### src/rtl/ahb_write_capture.sv
// rtl/ahb_write_capture.sv - AHB-Lite write-only slave that pushes {hsize, haddr, hwdata} commands into a FIFO
module ahb_write_capture #(
  parameter  int ADDR_W = 32,
  parameter  int DATA_W = 32,
  localparam int CMD_W  = 3 + ADDR_W + DATA_W
) (
  input  logic              wclk,
  input  logic              wrst,
  input  logic              hsel,
  input  logic [ADDR_W-1:0] haddr,
  input  logic [1:0]        htrans,
  input  logic              hwrite,
  input  logic [2:0]        hsize,
  input  logic [DATA_W-1:0] hwdata,
  input  logic              hready,
  input  logic              wfull,
  output logic              hreadyout,
  output logic              hresp,
  output logic              winc,
  output logic [CMD_W-1:0]  wdata,
  output logic [7:0]        err_cnt
);

  localparam logic [2:0] MAX_SIZE = (DATA_W == 64) ? 3'd3 : 3'd2;

  typedef enum logic [1:0] {
    S_IDLE  = 2'd0,
    S_WDATA = 2'd1,
    S_ERR1  = 2'd2,
    S_ERR2  = 2'd3
  } state_t;

  state_t            r_state;
  state_t            w_state_next;
  logic [ADDR_W-1:0] r_haddr;
  logic [2:0]        r_hsize;
  logic [7:0]        r_err_cnt;

  logic              w_addr_valid;
  logic              w_size_ok;
  logic [2:0]        w_align_mask;
  logic              w_misalign;
  logic              w_write_ok;
  logic              w_sample;
  logic              w_unused;

  // htrans[0] only separates IDLE/BUSY and NONSEQ/SEQ, which are handled alike
  assign w_unused     = htrans[0];
  assign w_addr_valid = hsel & hready & htrans[1];
  assign w_size_ok    = (hsize <= MAX_SIZE);

  always_comb begin
    w_align_mask = 3'b111;
    case (hsize)
      3'd0:    w_align_mask = 3'b000;
      3'd1:    w_align_mask = 3'b001;
      3'd2:    w_align_mask = 3'b011;
      default: w_align_mask = 3'b111;
    endcase
  end

  assign w_misalign = |(haddr[2:0] & w_align_mask);
  assign w_write_ok = hwrite & w_size_ok & ~w_misalign;

  always_comb begin
    w_state_next = r_state;
    w_sample     = 1'b0;
    hreadyout    = 1'b1;
    hresp        = 1'b0;
    winc         = 1'b0;
    case (r_state)
      S_IDLE: begin
        w_sample = 1'b1;
      end
      S_WDATA: begin
        if (wfull) begin
          hreadyout = 1'b0;
        end else begin
          winc         = 1'b1;
          w_sample     = 1'b1;
          w_state_next = S_IDLE;
        end
      end
      S_ERR1: begin
        hreadyout    = 1'b0;
        hresp        = 1'b1;
        w_state_next = S_ERR2;
      end
      S_ERR2: begin
        hresp        = 1'b1;
        w_sample     = 1'b1;
        w_state_next = S_IDLE;
      end
      default: w_state_next = S_IDLE;
    endcase
    // The completing data phase doubles as the next address phase
    if (w_sample && w_addr_valid) begin
      w_state_next = w_write_ok ? S_WDATA : S_ERR1;
    end
    if (wrst) begin
      hreadyout = 1'b1;
      hresp     = 1'b0;
      winc      = 1'b0;
    end
  end

  always_ff @(posedge wclk) begin
    if (wrst) begin
      r_state   <= S_IDLE;
      r_haddr   <= '0;
      r_hsize   <= '0;
      r_err_cnt <= '0;
    end else begin
      r_state <= w_state_next;
      if (w_sample && w_addr_valid && w_write_ok) begin
        r_haddr <= haddr;
        r_hsize <= hsize;
      end
      if (w_state_next == S_ERR1 && r_err_cnt != 8'hFF) begin
        r_err_cnt <= r_err_cnt + 8'd1;
      end
    end
  end

  assign err_cnt = r_err_cnt;
  assign wdata   = {r_hsize, r_haddr, hwdata};

endmodule

### config.mk
export PLATFORM = sky130hd
export DESIGN_NAME = ahb_write_capture
export DESIGN_NICKNAME = d
export VERILOG_FILES = /design/src/rtl/ahb_write_capture.sv
export SDC_FILE = /design/constraint.sdc
export NUM_CORES = 1
export LEC_CHECK = 0
export BUFFER_PORTS_ARGS = -buffer_cell sky130_fd_sc_hd__buf_2
export CAP_MARGIN = 10
export CORE_ASPECT_RATIO = 1.25
export CORE_MARGIN = 1.5
export CORE_UTILIZATION = 36
export DETAILED_ROUTE_END_ITERATION = 16
export GPL_TIMING_DRIVEN = 0
export PLACE_DENSITY = 0.86
export SYNTH_ARGS = -nofsm -noshare
export SYNTH_HDL_FRONTEND = slang
export SYNTH_SLANG_ARGS = --single-unit
### constraint.sdc
create_clock -name wclk -period 2.3 [get_ports wclk]
set_clock_uncertainty 0.15 [all_clocks]
set_input_delay 0.345 -clock wclk [delete_from_list [all_inputs] [get_ports wclk]]
set_output_delay 0.345 -clock wclk [all_outputs]
set_load 0.02 [all_outputs]
==> run_results.csv <==
group,metric,value,unit
detailed_routing,drt_iter0_markers,61,
synth,syn_nets,336,
synth,synth_common_cells,"nand2_1, dfxtp_1, a21oi_1",
cts,cts_sinks,45,
power_and_ir_drop,seq_power_share,45.5,%
die,ios,153,
die,std_cell_rows,30,
cts,h-tree-depth,2,
synth,syn_avg_cell_area,8.09,sq um
power_and_ir_drop,p_per_area,589,nW/um^2
power_and_ir_drop,p_sw_share,23.6,%
detailed_routing,wl_per_cell,11.9,um
detailed_routing,ant_nets,0,
worst_setup_path,path_max_fanout,10,
run,max_cap_viol_count,0,
cts,hold_buffers,0,
detailed_routing,dr_total_vias,2164,
power_and_ir_drop,internal-power,0.00133,W
die,die_area,6220,sq um
global_route,grt_pass1_wl,8260,um
synth,ys_seq_area_share,43.5,%
power_and_ir_drop,switching_power,0.000411,W
synth,yosys_most_used_dff,"dfxtp_1",
synth,ys_types,34,
synth,synth_top_area_share,43.5,%
layout,utilization,54.0,%
detailed_routing,drcViolationCount,0,
layout,final_cells,451,
global_route,antenna_found_initial,0,
detailed_routing,wirelength,5380,um
worst_setup_path,cp_slowest_stage_delay,0.48,ns
global_route,grt-ovfl-total,0,
placement,io_buffers,118,
cts,cts_root_buffer,"clkbuf_8",
synth,synth_area_leader_cell,"dfxtp_1",
power_and_ir_drop,clockPowerShare,41.1,%
power_and_ir_drop,leakagePower,1.40,nW
timing,period_minus_slack,2.23,ns
power_and_ir_drop,ir_drop,287,uV
timing,worst_pin_slew,0.568,ns
synth,synth_edf_count,0,
synth,synth_warnings,0,
synth,synth_seq_cells,45,
synth,ys_top_cells_by_area,"dfxtp_1, nand2_1, buf_4",
synth,synth.most_common_cell,"nand2_1",
timing,setup_viol,0,
worst_setup_path,critical-path-top-delay-family,"simple AND/OR/NAND/NOR gates",
timing,maxSlewViolCount,0,
timing,fmax,449,MHz
global_route,grt_max_degree,16,
die,die_w,70.8,um
worst_setup_path,crit_arrival,2.31,ns
timing,max_slew_margin,62.2,%
die,initial_utilization,37.8,%
die,core_area,5480,sq um
global_route,grt_pass1_vias,1890,
worst_setup_path,crit_slowest_cell,"or4_4",
timing,period_share,96.8,%
worst_setup_path,crit_chain,"inv_2 -> ha_2 -> and4b_2 -> o21ai_4 -> o21a_1 -> buf_6 -> or4_4 -> a21oi_2",
cts,clk_path_buf_depth,2,
timing,hold_viol,0,
synth,syn_area,2070,sq um
worst_setup_path,cp-end-kind,"register",
detailed_routing,via_per_inst,4.80,
layout,synthToLayoutAreaGrowth,43.0,%
placement,hpwl,4260,um
die,die_y,87.8,um
outcome,run_status,"completed",
placement,placed_cells,438,
cts,tritoncts,"yes",
layout,nets,466,
cts,cts_buffers,5,
synth,netlist_instances,256,
worst_setup_path,crit_buf_inv,2,
hold_path,hold_class,"in -> reg",
detailed_routing,drtPass1Iterations,4,
layout,diodes,0,
synth,synthArstFlopShare,0,%
layout,layout-drive-gt1-share,47.3,%
placement,place_ws,-0.224,ns
worst_setup_path,critPathKind,"reg -> reg",
placement,finalWeightedCongestion,0.757,
cts,insertion_delay,0.29,ns
power_and_ir_drop,finalPower,0.00174,W
global_route,grtUsageTotal,16.4,%
cts,path_clk_slew,0.09,ns
worst_setup_path,cp-start-kind,"register",
timing,finalWorstSetupSlack,0.0730,ns
power_and_ir_drop,p_comb_share,13.4,%
worst_setup_path,required,2.38,ns
[through the flow]
stage               hold WS, ns  setup TNS [ns]  area, sq um
floorplan                 0.331               0         2070
global placement          0.290           -4.24         2740
detailed placement        0.293           -5.74         2740
CTS                       0.113               0         2910
global route              0.113        -0.00273         2960
finish                    0.127               0         2960
[routing by layer]
layer | track usage (%) | part of all wire [%] | up-vias | wire length [um]
li1 | - | - | 1081 | -
met1 | 17.7 | 39 | 973 | 2090
met2 | 32.0 | 52 | 108 | 2820
met3 | 4.03 | 8.7 | 2 | 467
met4 | 3.60 | 0.074 | 0 | 4
met5 | 0 | 0 | - | 0
[registers in the layout (all words and copies together) (netlist names)]
signal and count:
r_hsize 3, r_state 2, r_haddr 32, err_cnt 8
[power groups by stage]
stage / clock, W / combinational, W / sequential, W
after floorplan: 0 / 0.000133 / 0.000819
after global placement: 0 / 0.000220 / 0.000811
after detailed placement: 0 / 0.000223 / 0.000812
after CTS: 0.000746 / 0.000228 / 0.000794
after global routing: 0.000771 / 0.000250 / 0.000795
final: 0.000718 / 0.000233 / 0.000794
[timing repair]
action | in CTS | in global routing
setup buffers | 0 | 7
resized for setup | 9 | 6
setup endpoints to repair | 31 | 30
pin swaps | 1 | 3
endpoints found under the hold margin | 0 | 0
[cell usage in the layout (no fill, tap or decap), drive strengths merged, types with 3 or more instances in the layout]
cell / synthesis / routed
buf: 37 / 160
nand2: 70 / 70
dfxtp: 45 / 45
a21oi: 43 / 43
clkbuf: 8 / 13
o31ai: 5 / 5
ha: 5 / 5
nand3: 4 / 4
o21ai: 4 / 4
inv: 3 / 4
nor2: 3 / 3
or3: 3 / 3
or4: 3 / 3
[cell families after synthesis]
group | after synthesis | share of synthesized area (%)
multiplexers | 1 | 0.483
buffers and inverters | 48 | 14.8
AO/OA/AOI/OAI | 59 | 16.4
adder cells (fa/ha/maj) | 5 | 3.02
flip-flops | 45 | 43.5
AND/OR/NAND/NOR | 98 | 21.8
[area by class of cell]
cell class	instances	area (sq um)
Multi-Input combinational cell	163	890
Tap cell	64	80.1
Fill cell	532	2520
Inverter	3	11.3
Buffer	43	295
Clock inverter	3	68.8
Sequential cell	45	905
Timing Repair Buffer	125	643
Clock buffer	5	68.8
[worst register-to-register path: stages, from the launching register on]
cell	delay, ns
dfxtp_4	0.38
inv_2	0.05
ha_2	0.20
and4b_2	0.33
o21ai_4	0.09
o21a_1	0.21
buf_6	0.14
or4_4	0.48
a21oi_2	0.14
[worst paths after layout]
check,start,to,slack [ns],cells after the start
max reg2reg,r_state[0],err_cnt[5],0.07,8
max,r_state[0],err_cnt[5],0.07,8
min reg2reg,r_haddr[24],r_haddr[24],0.31,2
min,haddr[31],r_haddr[31],0.13,3
Power figures use the tool's default switching activity.
